## config.mk

```make
export PLATFORM = sky130hd
export DESIGN_NAME = fixed_point_divider
export DESIGN_NICKNAME = d
export VERILOG_FILES = /design/src/rtl/fixed_point_divider.sv
export SDC_FILE = /design/constraint.sdc
export NUM_CORES = 1
export LEC_CHECK = 0
export BUFFER_PORTS_ARGS = -buffer_cell sky130_fd_sc_hd__buf_2
export CAP_MARGIN = 25
export CELL_PAD_IN_SITES_DETAIL_PLACEMENT = 0
export CELL_PAD_IN_SITES_GLOBAL_PLACEMENT = 1
export CORE_MARGIN = 2
export CORE_UTILIZATION = 35
export DETAILED_ROUTE_END_ITERATION = 7
export PLACE_DENSITY = 0.69
export SLEW_MARGIN = 20
export SYNTH_ARGS = -nofsm -noshare
export SYNTH_HDL_FRONTEND = slang
export SYNTH_SLANG_ARGS = --single-unit
```

## constraint.sdc

```tcl
create_clock -name clk -period 3.2 [get_ports clk]
set_input_delay 0 -clock clk [delete_from_list [all_inputs] [get_ports clk]]
set_output_delay 0 -clock clk [all_outputs]
set_load 0.01 [all_outputs]
```

## src/rtl/fixed_point_divider.sv

```systemverilog
// Sequential signed fixed-point divider: restoring shift-subtract, one quotient bit per clock.
// Truncates toward zero; saturates on overflow and on divide-by-zero.
module fixed_point_divider #(
    parameter int WIDTH              = 16,
    parameter int EXP_WIDTH_A        = 5,
    parameter int EXP_WIDTH_B        = 15,
    parameter int EXP_WIDTH_QUOTIENT = 5
) (
    input  logic             clk,
    input  logic             reset,
    input  logic             enable,
    input  logic [WIDTH-1:0] A,
    input  logic [WIDTH-1:0] B,
    output logic             busy,
    output logic             done,
    output logic [WIDTH-1:0] quotient,
    output logic             overflow,
    output logic             div_by_zero
);

    localparam int SHIFT    = EXP_WIDTH_QUOTIENT - EXP_WIDTH_A + EXP_WIDTH_B;
    localparam int NUM_BITS = WIDTH + SHIFT;
    localparam int MAG_W    = WIDTH + 1;
    localparam int REM_W    = WIDTH + 2;
    localparam int CNT_W    = $clog2(NUM_BITS + 1);

    localparam logic [NUM_BITS-1:0] POS_LIM = {{(NUM_BITS-WIDTH+1){1'b0}}, {(WIDTH-1){1'b1}}};
    localparam logic [NUM_BITS-1:0] NEG_LIM = POS_LIM + NUM_BITS'(1);
    localparam logic [WIDTH-1:0]    MAX_Q   = {1'b0, {(WIDTH-1){1'b1}}};
    localparam logic [WIDTH-1:0]    MIN_Q   = {1'b1, {(WIDTH-1){1'b0}}};

    typedef enum logic [1:0] {
        IDLE,
        RUN,
        FINISH
    } state_t;

    state_t              state_q;
    logic [NUM_BITS-1:0] num_q;
    logic [NUM_BITS-1:0] qm_q;
    logic [MAG_W-1:0]    rem_q;
    logic [MAG_W-1:0]    mag_b_q;
    logic [CNT_W-1:0]    cnt_q;
    logic                sign_q;
    logic                sign_a_q;
    logic                zero_q;
    logic                busy_q;
    logic                done_q;
    logic                ovf_q;
    logic                dbz_q;
    logic [WIDTH-1:0]    quot_q;

    logic [MAG_W-1:0]    a_ext;
    logic [MAG_W-1:0]    b_ext;
    logic [MAG_W-1:0]    mag_a_d;
    logic [MAG_W-1:0]    mag_b_d;
    logic [REM_W-1:0]    rem_shift;
    logic [REM_W-1:0]    diff;
    logic                qbit_d;
    logic [MAG_W-1:0]    rem_d;
    logic [WIDTH-1:0]    quot_d;
    logic                ovf_d;

    // Operands widened by one bit so that |-2^(WIDTH-1)| stays representable.
    always_comb begin
        a_ext   = {A[WIDTH-1], A};
        b_ext   = {B[WIDTH-1], B};
        mag_a_d = A[WIDTH-1] ? -a_ext : a_ext;
        mag_b_d = B[WIDTH-1] ? -b_ext : b_ext;
    end

    // Restoring step: the borrow (MSB of the difference) decides the quotient bit.
    always_comb begin
        rem_shift = {rem_q, num_q[NUM_BITS-1]};
        diff      = rem_shift - {1'b0, mag_b_q};
        qbit_d    = ~diff[REM_W-1];
        rem_d     = qbit_d ? diff[MAG_W-1:0] : rem_shift[MAG_W-1:0];
    end

    always_comb begin
        ovf_d  = 1'b0;
        quot_d = '0;
        if (zero_q) begin
            ovf_d  = 1'b1;
            quot_d = sign_a_q ? MIN_Q : MAX_Q;
        end else if (!sign_q && (qm_q > POS_LIM)) begin
            ovf_d  = 1'b1;
            quot_d = MAX_Q;
        end else if (sign_q && (qm_q > NEG_LIM)) begin
            ovf_d  = 1'b1;
            quot_d = MIN_Q;
        end else begin
            quot_d = sign_q ? -qm_q[WIDTH-1:0] : qm_q[WIDTH-1:0];
        end
    end

    always_ff @(posedge clk) begin
        if (!reset) begin
            state_q  <= IDLE;
            num_q    <= '0;
            qm_q     <= '0;
            rem_q    <= '0;
            mag_b_q  <= '0;
            cnt_q    <= '0;
            sign_q   <= 1'b0;
            sign_a_q <= 1'b0;
            zero_q   <= 1'b0;
            busy_q   <= 1'b0;
            done_q   <= 1'b0;
            ovf_q    <= 1'b0;
            dbz_q    <= 1'b0;
            quot_q   <= '0;
        end else begin
            done_q <= 1'b0;
            case (state_q)
                IDLE: begin
                    if (enable) begin
                        sign_q   <= A[WIDTH-1] ^ B[WIDTH-1];
                        sign_a_q <= A[WIDTH-1];
                        zero_q   <= (B == '0);
                        mag_b_q  <= mag_b_d;
                        num_q    <= NUM_BITS'(mag_a_d) << SHIFT;
                        rem_q    <= '0;
                        qm_q     <= '0;
                        cnt_q    <= '0;
                        busy_q   <= 1'b1;
                        state_q  <= RUN;
                    end
                end
                RUN: begin
                    num_q <= num_q << 1;
                    rem_q <= rem_d;
                    qm_q  <= {qm_q[NUM_BITS-2:0], qbit_d};
                    cnt_q <= cnt_q + CNT_W'(1);
                    if (cnt_q == CNT_W'(NUM_BITS - 1)) begin
                        state_q <= FINISH;
                    end
                end
                FINISH: begin
                    quot_q  <= quot_d;
                    ovf_q   <= ovf_d;
                    dbz_q   <= zero_q;
                    done_q  <= 1'b1;
                    busy_q  <= 1'b0;
                    state_q <= IDLE;
                end
                default: begin
                    state_q <= IDLE;
                end
            endcase
        end
    end

    assign busy        = busy_q;
    assign done        = done_q;
    assign quotient    = quot_q;
    assign overflow    = ovf_q;
    assign div_by_zero = dbz_q;

endmodule
```

# --- Word-level counts from Yosys, hierarchy flattened ---
# Index checks and enable logic that the tools add are counted.
totals:
  n_memories: 0
  in_bits: 35
  out_inout_bits: 20
  ff_bits: 126
  mem_bits_rw: 0
  elab_cells: 64
  rom_bits: 0
  latchBits: 0
op_classes:
  mul: 0
  add_sub_neg: 5
  mux: 25
  n_div: 0
  bitwise_logic: 2
  eq_ne: 5
  n_reduce_logical: 11
  magnitude_cmp: 2
  shifts: 0
op_table:
  columns: ["operator", "count"]
  rows:
  - ["case mux 31 bit (2 select lines)", 2]
  - ["two-way mux 16 bit", 6]
  - ["two-way mux 31 bit", 2]
  - ["two-way mux 17 bit", 3]
  - ["case mux 17 bit (2 select lines)", 1]
  - ["negator 16 bit", 2]
  - ["greater-than comparator 31 x 15 -> 1 bit (second input constant)", 1]
  - ["greater-than comparator 31 x 16 -> 1 bit (second input constant)", 1]
  - ["subtractor 18 x 17 -> 18 bit", 1]
  - ["negator 17 bit", 1]
  - ["logical NOT 16 bit", 1]
  - ["case mux 5 bit (2 select lines)", 1]
  - ["AND reduction 2 bit", 4]
  - ["adder 5 x 1 -> 5 bit (second input constant)", 1]
  - ["equality test 5 bit (second input constant)", 1]
  - ["two-way mux 1 bit", 5]
  - ["two-way mux 5 bit", 1]
  - ["two-way mux 2 bit", 2]
  - ["inequality test 2 bit (second input constant)", 2]
  - ["case mux 2 bit (2 select lines)", 1]
  - ["nonzero test 2 bit", 2]
  - ["equality test 2 x 1 -> 1 bit (second input constant)", 1]
  - ["equality test 2 bit (second input constant)", 1]
  - ["logical AND 1 bit", 2]
  - ["5 further kinds", 5]

# --- Depth between registers and ports, before layout ---
# Gate-level depths: netlist of run 1.
logic_depth:
  word_depth: 5
  ltp_mapped: 12
  mapped_depth_nobuf: 10

# --- Least setup slack after synthesis of run 1 ---
# OpenSTA, ideal clock, no wires.
synth_path:
  kind: "reg-to-reg"
  from: "register qm_q[0]"
  to: "register quot_q[15], in the netlist quotient[15]"
  setup_slack_ns: 0.752
  path_stages_with_launch: 8
  n_path_buf: 0
  period_less_slack_ns: 2.448
  setup_ns: 0.070
  t_required_ns: 3.130
  t_arrival_ns: 2.378
  cell_sequence: "dfxtp_1 > or4_2 > nor4_1 > inv_1 > or4_1 > xnor2_1 > a211o_2 > a21oi_1"
synth_between:
  elab_chain_cells: 5
  word_cells_on_any_way: 9
  classes_between: "1 x add/sub; 2 x order compare; 4 x mux; 2 x reduce/logical"
synth_lines:
  columns: ["element", "line_no", "rtl"]
  rows:
  - ["start, declared", "40", "logic [NUM_BITS-1:0] qm_q;"]
  - ["start signal, assigned", "133", "qm_q <= {qm_q[NUM_BITS-2:0], qbit_d};"]
  - ["greater-than comparator 31 x 16 -> 1 bit or negator 16 bit (tied branches)", "89, 93", null]
  - ["logical AND 1 bit or two-way mux 16 bit (tied branches)", "89, 93", null]
  - ["two-way mux 16 bit", "89", "end else if (sign_q && (qm_q > NEG_LIM)) begin"]
  - ["two-way mux 16 bit (*)", "86", "end else if (!sign_q && (qm_q > POS_LIM)) begin"]
  - ["two-way mux 16 bit (*)", "83", "if (zero_q) begin"]
  - ["end signal, assigned", "140", "quot_q <= quot_d;"]
  - ["end, declared", "51", "logic [WIDTH-1:0] quot_q;"]
# Every way passes the cells marked *; elsewhere a longest branch is shown, timed or not.
# A chain may end at the register's enable or synchronous reset.

# --- Worst setup path in the final report of run 1 ---
layout_path:
  from: "register qm_q[0]"
  to: "register quot_q[0], in the netlist quotient[0]"
# Same word-level chain as after synthesis.

==> reports/summary.md, run 1 <==
For this run, asynchronously set or reset flops after synthesis account for 0%. Once the floorplan was initialized, standard cells occupied 35.5% of the core. The first global-routing pass estimated 25,800 um of wire. The type of destination of the critical path is a flop.

The core box area came out at 0.0171 mm^2. Leading area contributor after synthesis: sky130_fd_sc_hd__dfxtp_1. The detailed-route wire length is 15,600 um, and the maximum net fanout on the critical path is 7. For the finished layout, the period the worst path requires is 2.77 ns. The HPWL after detailed placement is 11,000 um. For met3 alone, demand over resource in global routing was 1.98%. The clock drives 111 sinks.

The relative slew slack came out at 50.4%. At the worst endpoint, the arrival time is 3.06 ns. Global routing used 22.1% of the available met1 tracks.

The first routing iteration left 303 violations. The clock latency on the worst-skew pair is 0.36 ns. The number of antenna diodes in the final layout is 0. The number of primary I/O pins was 55; the post-synth net total was 780. The leakage power figure is 0.00289 uW. The ratio of cells with drive above 1 in the final layout came out at 12.5%.

The net count of the finished layout is 827. Traced cell by cell, the critical path runs through inv_1 > ha_1 > or3b_1 > or4_4 > o41ai_2 > nand2b_1 > a21oi_1 > a221oi_1 > nor2b_1. In this run, post-CTS repair resized a total of 0 instances. The port buffer count works out to 54. The flow ran to the end, and the final reports show no timing, DRC or antenna violations. Number of global-route vias before repair: 5,314. The area growth from synthesis to layout is 16.0%.

Max-cap violations in this run came to 0. The total via count in the routed design is 5,436, and the overall global routing resource usage is 17.4%. In this run the deepest clock path goes through 2 buffers. Setup repair after global routing left no endpoint under its margin. The pre-antenna-repair detailed-routing pass consisted of 4 iterations.

On the worst path, the slowest cell contributes a delay of 0.53 ns. The path class of the tightest hold or removal check is primary input to flop. At the pin with the least slew margin, the transition time is 0.738 ns. The net switching power figure was 1230 uW.

Across the whole layout, storage elements account for 0.00222 mm^2. Summed over all layers, the global routing overflow is 0. After detailed routing, the average wire length per cell comes to 15.6 um. In this design, the largest share of critical-path delay is due to simple AND/OR/NAND/NOR gates.

The run gives 0 as the max-slew violation total from the final report. The number of synthesized register bits was 111. TritonCTS built the clock tree.

The share of total power dissipated in combinational logic is 30.5%. Clock-pin slew was measured on the worst setup and hold paths at 0.07 ns. The logs give 0 for the post-CTS setup buffer count and 9 for the CTS buffer count. Among all flip-flop cells after synthesis, the most frequent one is sky130_fd_sc_hd__dfxtp_1.

In the global route stage, met2 resource usage came out at 30.3%. The area of the multi-input gates came out at 0.00358 mm^2. The tree is rooted in a sky130_fd_sc_hd__clkbuf_16.

Internal power comes to 2690 uW. The clock tree synthesis step divided the H-tree into 3 levels. Ranked by total cell area, the synthesized netlist is headed by sky130_fd_sc_hd__dfxtp_1, sky130_fd_sc_hd__xnor2_1, sky130_fd_sc_hd__nand2_1.

The detail route stage leaves a number of antenna-violating nets equal to 0. The site row count is 48. Dividing the detail-routed via count by the number of cells gives 5.45. In this run the horizontal extent of the chip is 136 um.

The final core area utilization is 41.2%, and the required time at the endpoint of the critical path is 3.49 ns. After synthesis the cells add up to 0.00608 mm^2. The die is 136 um tall.

The nature of the critical path startpoint is a flop. The ratio of total power to cell area works out to 557 mW/mm^2. The floorplan step defined a die boundary enclosing 0.0184 mm^2. The number of antenna violations at the first check in global routing is 0, and the total count of hold-check failures in the final report is 0. The buffering stage count on the worst path with inverters included is 1, and the fill cell instance count of the final layout is 1,761. Setup violations remaining at the end of the flow were counted as 0.

The period utilization came out at 86.5%. The run gives 38.1% as the sequential fraction of design power. The tools report the final weighted congestion in routability-driven placement as 0.870.

For the count of distinct cell types in the synthesized netlist, the log shows 66. The sequential element share of the synthesized area was 36.6%; the top achievable clock speed was 361 MHz. The most frequent cell after synthesis is sky130_fd_sc_hd__dfxtp_1. The tools report the worst clock skew as 0.00767 ns. The remaining design rule violation count came out at 0. Clock network fraction of total power: 31.4%. The logs give 50 for the maximum number of pins on one net before global-route repair and 721 for the synthesized instance count.

Hold repair after CTS inserted 17 buffers. Summed over its instances, the top area cell type makes up 36.6% of the synthesized netlist area. The number of enable-type register cells in the synthesized netlist came out at 0. After synthesis, the most frequently instantiated cells are sky130_fd_sc_hd__dfxtp_1, sky130_fd_sc_hd__nand2_1, sky130_fd_sc_hd__a21oi_1.

The worst voltage drop across the vdd grid was 0.000342 V; the accumulated negative setup slack was 0 ns. The category of the critical setup timing path is flop to flop. met2 is the most crowded layer. Slowest stage cell on the critical path: sky130_fd_sc_hd__or4_4.

Averaged over all synthesized cells, the footprint is 8.43 um^2. The switching power share of the total was 31.4%. The Yosys step of the flow raised 0 warnings.
## metrics by stage
stage | std cells | worst slack, ns | hold slack [ns] | power, uW | instance area (um^2)
after floorplan | 721 | 0.752 | 0.136 | 2440 | 6080
after global placement | 963 | 0.529 | 0.291 | 2690 | 6540
after detailed placement | 963 | 0.440 | 0.299 | 2700 | 6540
after CTS | 996 | 0.410 | 0.000730 | 3960 | 7030
after global routing | 998 | 0.244 | 0.0422 | 4170 | 7050
final | 998 | 0.432 | 0.00727 | 3920 | 7050
## final timing paths
path                         endpoint                    from  slack [ns]  cells after the start
max          quotient[0]$_SDFFE_PN0P_    qm_q[0]$_SDFFE_PN0P_        0.43                      9
max reg2reg  quotient[0]$_SDFFE_PN0P_    qm_q[0]$_SDFFE_PN0P_        0.43                      9
min reg2reg    num_q[30]$_SDFFE_PN0P_  num_q[29]$_SDFFE_PN0P_        0.47                      2
min            num_q[21]$_SDFFE_PN0P_                    A[6]       0.007                      4
## layout make-up
type	instances	share of cell area [%]
multi-input combinational	534	50.8
sequential	111	31.5
timing repair buffer	83	7.53
tap	225	3.99
clock buffer	12	3.50
inverter	29	1.54
clock inverter	4	1.10
## flip-flops by register name, indices dropped and copies added (netlist names)
signal and flops:
qm_q 31, mag_b_q 17, rem_q 17, num_q 16, quotient 16, cnt_q 5
state_q 2, busy 1, div_by_zero 1, done 1, overflow 1, sign_a_q 1
sign_q 1, zero_q 1
## cells in the final DEF, fill, tap and decap left out, types with 17 or more instances in the layout
| cell type | count |
|---|---|
| sky130_fd_sc_hd__dfxtp_1 | 111 |
| sky130_fd_sc_hd__nand2_1 | 84 |
| sky130_fd_sc_hd__buf_2 | 54 |
| sky130_fd_sc_hd__a21oi_1 | 47 |
| sky130_fd_sc_hd__o21ai_0 | 43 |
| sky130_fd_sc_hd__nor2_1 | 39 |
| sky130_fd_sc_hd__xnor2_1 | 37 |
| sky130_fd_sc_hd__a22o_1 | 30 |
| sky130_fd_sc_hd__inv_1 | 28 |
| sky130_fd_sc_hd__ha_1 | 23 |
| sky130_fd_sc_hd__mux2i_1 | 18 |
| sky130_fd_sc_hd__dlygate4sd3_1 | 17 |
## per-layer routing
metal	vias up	share of wire (%)
met3	18	2.5
met1	2624	47
met4	0	1.8
met5	-	0
met2	94	49
li1	2700	-
## worst min-delay path, stage by stage
cell                      delay [ns]
sky130_fd_sc_hd__buf_2          0.12
sky130_fd_sc_hd__xnor2_1        0.07
sky130_fd_sc_hd__nand2_1        0.06
sky130_fd_sc_hd__a21oi_1        0.05
## power by group through the flow
stage	sequential (uW)	clock (uW)	combinational, uW
5_1_grt	1510	1320	1340
3_3_place_gp	1530	0	1160
6_report	1500	1230	1190
3_5_place_dp	1530	0	1170
4_1_cts	1500	1260	1200
2_1_floorplan	1520	0	927
## cells by family (layout without fill, tap and decap cells)
family                   Yosys count  count (layout)  share of synthesized area (%)
AO/OA/AOI/OAI                    220             220                           25.5
flip-flops                       111             111                           36.6
AND/OR/NAND/NOR                  227             227                           18.6
multiplexers                      18              18                           2.96
XOR/XNOR                          45              45                           6.48
buffers and inverters             76             128                           4.80
adder cells (fa/ha/maj)           24              24                           5.06
Note: power is estimated with default switching activity, not from simulation.
==> inputs of run 2 (changes only) <==
Settings changed: CORE_ASPECT_RATIO from default to 0.6.
==> reports/summary.md, run 2 (synthesis results as in run 1) <==
The count of max-cap constraint violations is 0 (unchanged). The run finished with clean final reports. In this run the most critical hold path is launched from A[6]. The routed via count divided by cell count works out to 5.43 (-0.34%). The port buffer count works out to 54 (unchanged).

For the CTS buffer count, the log shows 9 (unchanged). The tools report the fill cell instance count of the final layout as 1,694 (-3.8%). The most critical setup path has its startpoint at qm_q[0]$_SDFFE_PN0P_. The clock period minus worst slack is 2.80 ns (+0.0289 ns), and the power after layout is 3800 uW (-3.2%).

The leakage power figure came out at 0.00288 uW (-0.15%). The average wire per cell in the routed design came out at 15.5 um (-0.95%). The height of the die works out to 106 um (-22%). The largest registers in the layout are qm_q: 31 flops, mag_b_q: 17 flops, rem_q: 17 flops. The measured slew at the worst slew-check pin was 0.984 ns (+0.247 ns); the maximum clock path buffer count was 2 (unchanged). Traced cell by cell, the critical path runs through or4_2 > nor4_1 > inv_1 > or4_1 > xnor2_1 > a211o_2 > a21oi_1. The core box area is 0.0171 mm^2 (-0.20%), and the number of antenna cells inserted is 0 (unchanged). Worst voltage drop across the vdd grid: 0.000259 V (-24%).

Leaving out fill and tap cells, the most frequent cell in the layout is sky130_fd_sc_hd__dfxtp_1. The flip-flop count of the largest register after layout was 31 (unchanged); the detailed-routing iteration count for the pre-antenna-repair pass was 4 (unchanged). The worst clock skew came out at 0.00886 ns (+0.00120 ns). The slowest stage cell on the critical path was sky130_fd_sc_hd__or4_2.

The minimum setup slack after placement came out at 0.439 ns (-0.000901 ns). Counting flops per register, the top entry is qm_q. The tools report the number of sinks on the clock net as 111 (unchanged). The CTS H-tree depth is 3 (unchanged), and the final setup slack of the worst path is 0.403 ns (-0.0289 ns). The period utilization came out at 87.4% (+0.90 points). The wire length of the first global-routing pass came out at 26,100 um (+1.2%). Number of global-route vias before repair: 5,213 (-1.9%). The number of DRC markers after the initial detailed-route iteration was 349 (+15%).

The highest cell delay on the worst timing path is 0.73 ns (+0.20 ns), and the number of antenna violations at the first check in global routing is 0 (unchanged). The area of the multi-input gates was 0.00358 mm^2 (unchanged). The relative slew slack was 33.9% (-16 points); the overall global routing resource usage was 17.3% (-0.12 points). The min-delay analysis places its worst path in the category primary input to flop. Setup repair after global routing left no endpoint under its margin. The number of nets with antenna violations after detailed routing came out at 0 (unchanged).

The detailed placer's ending HPWL is 11,400 um (+3.5%), and the clock latency on the worst-skew pair is 0.35 ns (about the same). The accumulated negative setup slack came out at 0 ns (unchanged). The logs give 50 (unchanged) for the maximum number of pins on one net before global-route repair and 358 MHz (-1.0%) for the top achievable clock speed. The total count of hold-check failures in the final report is 0 (unchanged). The post-cts repair resize count is 0 (unchanged), and the ratio of cells with drive above 1 in the final layout is 13.3% (+0.76 points). The number of endpoints failing setup at the final stage is 0 (unchanged), and the ratio of total power to cell area is 540 mW/mm^2 (-2.9%). The post-CTS clock slew at the launch and capture registers of the worst setup and hold paths is 0.08 ns (about the same). The run gives 0 (unchanged) as the leftover overflow at the end of global routing. The total via count in the routed design came out at 5,472 (+0.66%).

STA classifies the critical path endpoint as a flop. The worst setup path is launched from a flop. The max-slew violation total from the final report is 0 (unchanged). The logs give 828 (+0.12%) for the final net count and 37 (-23%) for the site row count.

TritonCTS built the clock tree. The top cell types in the final layout, fill and taps aside, are sky130_fd_sc_hd__dfxtp_1, sky130_fd_sc_hd__nand2_1, sky130_fd_sc_hd__buf_2. The initial core utilization came out at 35.6% (+0.070 points). The number of primary I/O pins is 55 (unchanged), and the detailed-route wire length is 15,600 um (about the same).

The die extent in x was 174 um (+28%). For the remaining design rule violation count, the log shows 0 (unchanged). The data arrival time of the worst path was 3.08 ns (+0.02 ns); the sequential standard cell area was 0.00222 mm^2 (unchanged). Startpoint of the worst-slack reg-to-reg timing path: qm_q[0]$_SDFFE_PN0P_. Final weighted congestion in routability-driven placement: 0.878 (+0.91%). The category of the critical setup timing path is flop to flop. Required time at the endpoint of the critical path: 3.48 ns (about the same). The maximum net fanout on the critical path is 7 (unchanged), and the growth of design area from synthesis to finish is 15.6%. The root cell of the clock tree is sky130_fd_sc_hd__clkbuf_16.

The full die area came out at 0.0185 mm^2 (+0.19%).
-- run 2: changes by cell type in the layout (fill, tap and decap cells not counted) --
cell                            delta
sky130_fd_sc_hd__clkinv_2          +1
sky130_fd_sc_hd__inv_6             +1
sky130_fd_sc_hd__dlygate4sd3_1     -3
sky130_fd_sc_hd__clkbuf_1          -2
sky130_fd_sc_hd__bufinv_16         -2
sky130_fd_sc_hd__inv_8             +1
sky130_fd_sc_hd__clkinv_4          +1
sky130_fd_sc_hd__buf_4             +4
-- run 2: metal layers --
layer | GRT usage (%) | part of all wire (%) | vias up
li1 | - | - | 2717
met2 | 26.6 | 42 | 120
met4 | 3.84 | 0.83 | 0
met3 | 3.61 | 5.1 | 14
met1 | 24.9 | 52 | 2621
met5 | 0 | 0 | -
-- run 2: critical path, delay by kind of cell (launching register included) --
| family | cells | cell delay [ns] |
|---|---|---|
| xor+xnor | 1 | 0.16 |
| flops | 1 | 0.38 |
| compound gates | 2 | 0.46 |
| simple gates | 3 | 1.63 |
| buf+inv | 1 | 0.12 |
-- run 2: area by class of cell --
cell class	instances	share of cell area (%)
flip-flops and latches	111	31.6
clock buffers	10	3.40
repair buffers	84	7.55
multi-input cells	534	51.0
inverters	29	1.55
clock inverters	6	0.730
well taps	234	4.17
-- run 2: where the power goes --
group	internal [uW]	switching [uW]	leakage (uW)
Combinational	528	673	0.00184
Clock	563	536	0.000145
Sequential	1450	47.0	0.000901
Total	2540	1260	0.00288
-- run 2: path summary, 6_finish.rpt --
path	endpoint	slack, ns	depth (start not counted)
hold reg to reg	div_by_zero$_SDFFE_PN0P_	0.47	2
hold / removal	num_q[21]$_SDFFE_PN0P_	0.02	4
setup / recovery	quotient[15]$_SDFFE_PN0P_	0.40	7
setup reg to reg	quotient[15]$_SDFFE_PN0P_	0.40	7
-- run 2: timing repair --
item | in CTS | in global routing
hold buffers | 14 | 0
setup buffers | 0 | 0
hold endpoints to repair | 14 | 0
-- run 2: metrics by stage --
step	cells	area (um^2)	utilization (%)	hold slack, ns
after floorplan	721	6080	-	0.136
after detailed placement	977	6590	38.6	0.307
after CTS	1007	7020	41.1	0.00892
after global placement	977	6590	38.6	0.283
after global routing	1008	7030	41.1	0.0540
final	1008	7030	41.1	0.0205
==> inputs of run 3 (changes only) <==
Settings changed: CAP_MARGIN 25 to default, CELL_PAD_IN_SITES_DETAIL_PLACEMENT 0 to default, CELL_PAD_IN_SITES_GLOBAL_PLACEMENT 1 to default, PLACE_DENSITY 0.69 to default.
==> reports/summary.md, run 3 (synthesis results as in run 1) <==
The run finished with clean final reports. The run gives 25,900 um (-0.90%) as the wire length of the first global-routing pass. Leaving out fill and tap cells, the most frequent cells in the layout are sky130_fd_sc_hd__dfxtp_1, sky130_fd_sc_hd__nand2_1, sky130_fd_sc_hd__buf_2. The leftover overflow at the end of global routing is 0 (unchanged). The startpoint identified for the worst register-to-register timing path is qm_q[0]$_SDFFE_PN0P_. The period utilization is 87.5% (about the same), and the measured slew at the worst slew-check pin is 1.05 ns (+0.0642 ns).

The CTS H-tree depth was 3 (unchanged); the clock latency on the worst-skew pair was 0.35 ns (about the same). STA classifies the critical path endpoint as a flop. The maximum net fanout on the critical path is 7 (unchanged), and the number of antenna violations at the first check in global routing is 0 (unchanged).

The run gives 0.0171 mm^2 (unchanged) as the core box area. For the number of primary I/O pins, the log shows 55 (unchanged). The run gives 0.881 (+0.28%) as the final weighted congestion in routability-driven placement. The routed via count divided by cell count is 5.28 (-2.8%), and the port buffer count is 54 (unchanged).

The initial core utilization is 35.6% (unchanged), and the leakage power figure is 0.00288 uW (-0.29%). The run gives 0 (unchanged) as the total count of hold-check failures in the final report. In this run the worst hold path is classified as primary input to flop.

The average wire per cell in the routed design was 15.6 um (+0.50%); the post-cts repair resize count was 0 (unchanged). TritonCTS built the clock tree. The worst hold path begins at B[10]. The root cell of the clock tree was sky130_fd_sc_hd__clkbuf_16. The data arrival time of the worst path is 3.09 ns (about the same). The maximum number of pins on one net before global-route repair was 48 (-4.0%); the die extent in x was 174 um (unchanged).

For the number of nets with antenna violations after detailed routing, the log shows 0 (unchanged). The detailed-routing iteration count for the pre-antenna-repair pass came out at 5 (+1). Final net count: 826 (-0.24%). The switching power share of the total is 33.8% (+0.74 points). The number of DRC markers after the initial detailed-route iteration is 482 (+38%), and the clock network fraction of total power is 29.2% (+0.2 points). The ratio of cells with drive above 1 in the final layout works out to 13.2% (-0.095 points).

The depth of the worst register-to-register path was 9 (+2). The power after layout is 3840 uW (+1.2%). The run gives 0.459 ns (+0.0198 ns) as the minimum setup slack after placement. The detailed-route wire length came out at 15,700 um (+0.30%).

The run gives 5,310 (-3.0%) as the total via count in the routed design. The final core area utilization was 41.1% (-0.066 points); the number of global-route vias before repair was 4,851 (-6.9%). The run gives 357 MHz (about the same) as the top achievable clock speed. The height of the die was 106 um (unchanged); the post-CTS setup buffer count was 0 (unchanged). The relative slew slack is 29.7% (-4.2 points).

The tools report the count of max-cap constraint violations as 0 (unchanged). The area growth from synthesis to layout is 15.4%. The full die area is 0.0185 mm^2 (unchanged). The detailed placer's ending HPWL is 11,200 um (-1.8%). Leaving out fill and tap cells, the most frequent cell in the layout is sky130_fd_sc_hd__dfxtp_1. The post-CTS clock slew at the launch and capture registers of the worst setup and hold paths works out to 0.08 ns (about the same). The run gives 17.4% (+0.092 points) as the overall global routing resource usage. In the final layout, the registers with the most flip-flops are qm_q: 31 flops, mag_b_q: 17 flops, rem_q: 17 flops.

The required time at the endpoint of the critical path came out at 3.49 ns (about the same). The combinational cell fraction of total power was 31.8% (+0.2 points). The tools report the number of endpoints failing setup at the final stage as 0 (unchanged).

Flip-flop count of the largest register after layout: 31 (unchanged). CTS buffer count: 9 (unchanged). The logs give 0 (unchanged) for the number of antenna cells inserted and 39.0% (-0.4 points) for the sequential fraction of design power. The number of instances on the worst hold path is 3 (-1). Setup repair after global routing left no endpoint under its margin. The number of sinks on the clock net is 111 (unchanged), and the max-slew violation total from the final report is 0 (unchanged). The net switching power figure was 1300 uW (+3.5%). The largest register by flop count is qm_q.

The worst setup path is of the flop to flop kind. The ratio of total power to cell area is 548 mW/mm^2 (+1.4%). The tools report the nature of the critical path startpoint as a flop. The logs give 2540 uW (about the same) for the internal power and 0.40 ns (about the same) for the register-to-register setup slack. The clock period minus worst slack was 2.80 ns (+0.00213 ns). The end point of the worst hold path is mag_b_q[10]$_SDFFE_PN0P_.

The worst register-to-register path ends at quotient[0]$_SDFFE_PN0P_. The site row count is 37 (unchanged). The accumulated negative setup slack is 0 ns (unchanged), and the worst voltage drop across the vdd grid is 0.000294 V (+14%). The remaining design rule violation count is 0 (unchanged), and the final setup slack of the worst path is 0.401 ns (-0.00213 ns). The logs give 0.00950 ns (+0.000635 ns) for the worst clock skew and 2 (unchanged) for the maximum clock path buffer count.
run 3: power groups by stage:
stage,clock (uW),combinational (uW),sequential (uW)
global placement,0,1190,1530
CTS,1160,1210,1500
finish,1120,1220,1500
global route,1210,1350,1510
floorplan,0,927,1520
detailed placement,0,1190,1530
run 3: stage by stage:
step | area [um^2] | cells | hold WS (ns)
2_1_floorplan | 6080 | 721 | 0.136
3_3_place_gp | 6590 | 977 | 0.298
3_5_place_dp | 6590 | 977 | 0.307
4_1_cts | 7020 | 1006 | 0.00137
5_1_grt | 7020 | 1006 | 0.0317
6_report | 7020 | 1006 | 0.00911
run 3: worst max path at each step:
stage,depth (start not counted),from,slack (ns),end
floorplan,7,qm_q[0]$_SDFFE_PN0P_,0.75,quotient[15]$_SDFFE_PN0P_
detailed placement,9,qm_q[0]$_SDFFE_PN0P_,0.46,quotient[13]$_SDFFE_PN0P_
finish,9,qm_q[0]$_SDFFE_PN0P_,0.40,quotient[0]$_SDFFE_PN0P_
global route,9,qm_q[0]$_SDFFE_PN0P_,0.19,quotient[13]$_SDFFE_PN0P_
CTS,9,qm_q[0]$_SDFFE_PN0P_,0.44,quotient[13]$_SDFFE_PN0P_
global placement,9,qm_q[0]$_SDFFE_PN0P_,0.52,quotient[0]$_SDFFE_PN0P_
run 3: repair_timing:
item                                    CTS  global route
endpoints found under the setup margin    0             0
hold buffers                             13             0
endpoints found under the hold margin    13             0
run 3: cell type report:
class                      count  area, um^2
fill                        1710       10100
multi-input combinational    534        3580
clock buffer                   9         225
timing repair buffer          82         513
tap                          234         293
sequential                   111        2220
clock inverter                 7        71.3
inverter                      29         109
run 3: worst max-delay path, cell delays in order, from the launching register on:
cell	delay (ns)
sky130_fd_sc_hd__dfxtp_1	0.39
sky130_fd_sc_hd__inv_1	0.11
sky130_fd_sc_hd__ha_1	0.20
sky130_fd_sc_hd__or3b_1	0.41
sky130_fd_sc_hd__or4_4	0.53
sky130_fd_sc_hd__o41ai_2	0.27
sky130_fd_sc_hd__nand2b_1	0.24
sky130_fd_sc_hd__a21oi_1	0.35
sky130_fd_sc_hd__a221oi_1	0.13
sky130_fd_sc_hd__nor2b_1	0.13
run 3: routing by layer:
layer,vias to the layer above,routed length (um),global-route usage (%)
li1,2710,-,-
met2,144,5950,23.5
met5,-,0,0
met3,7,906,4.04
met1,2449,8710,27.7
met4,0,94,2.88
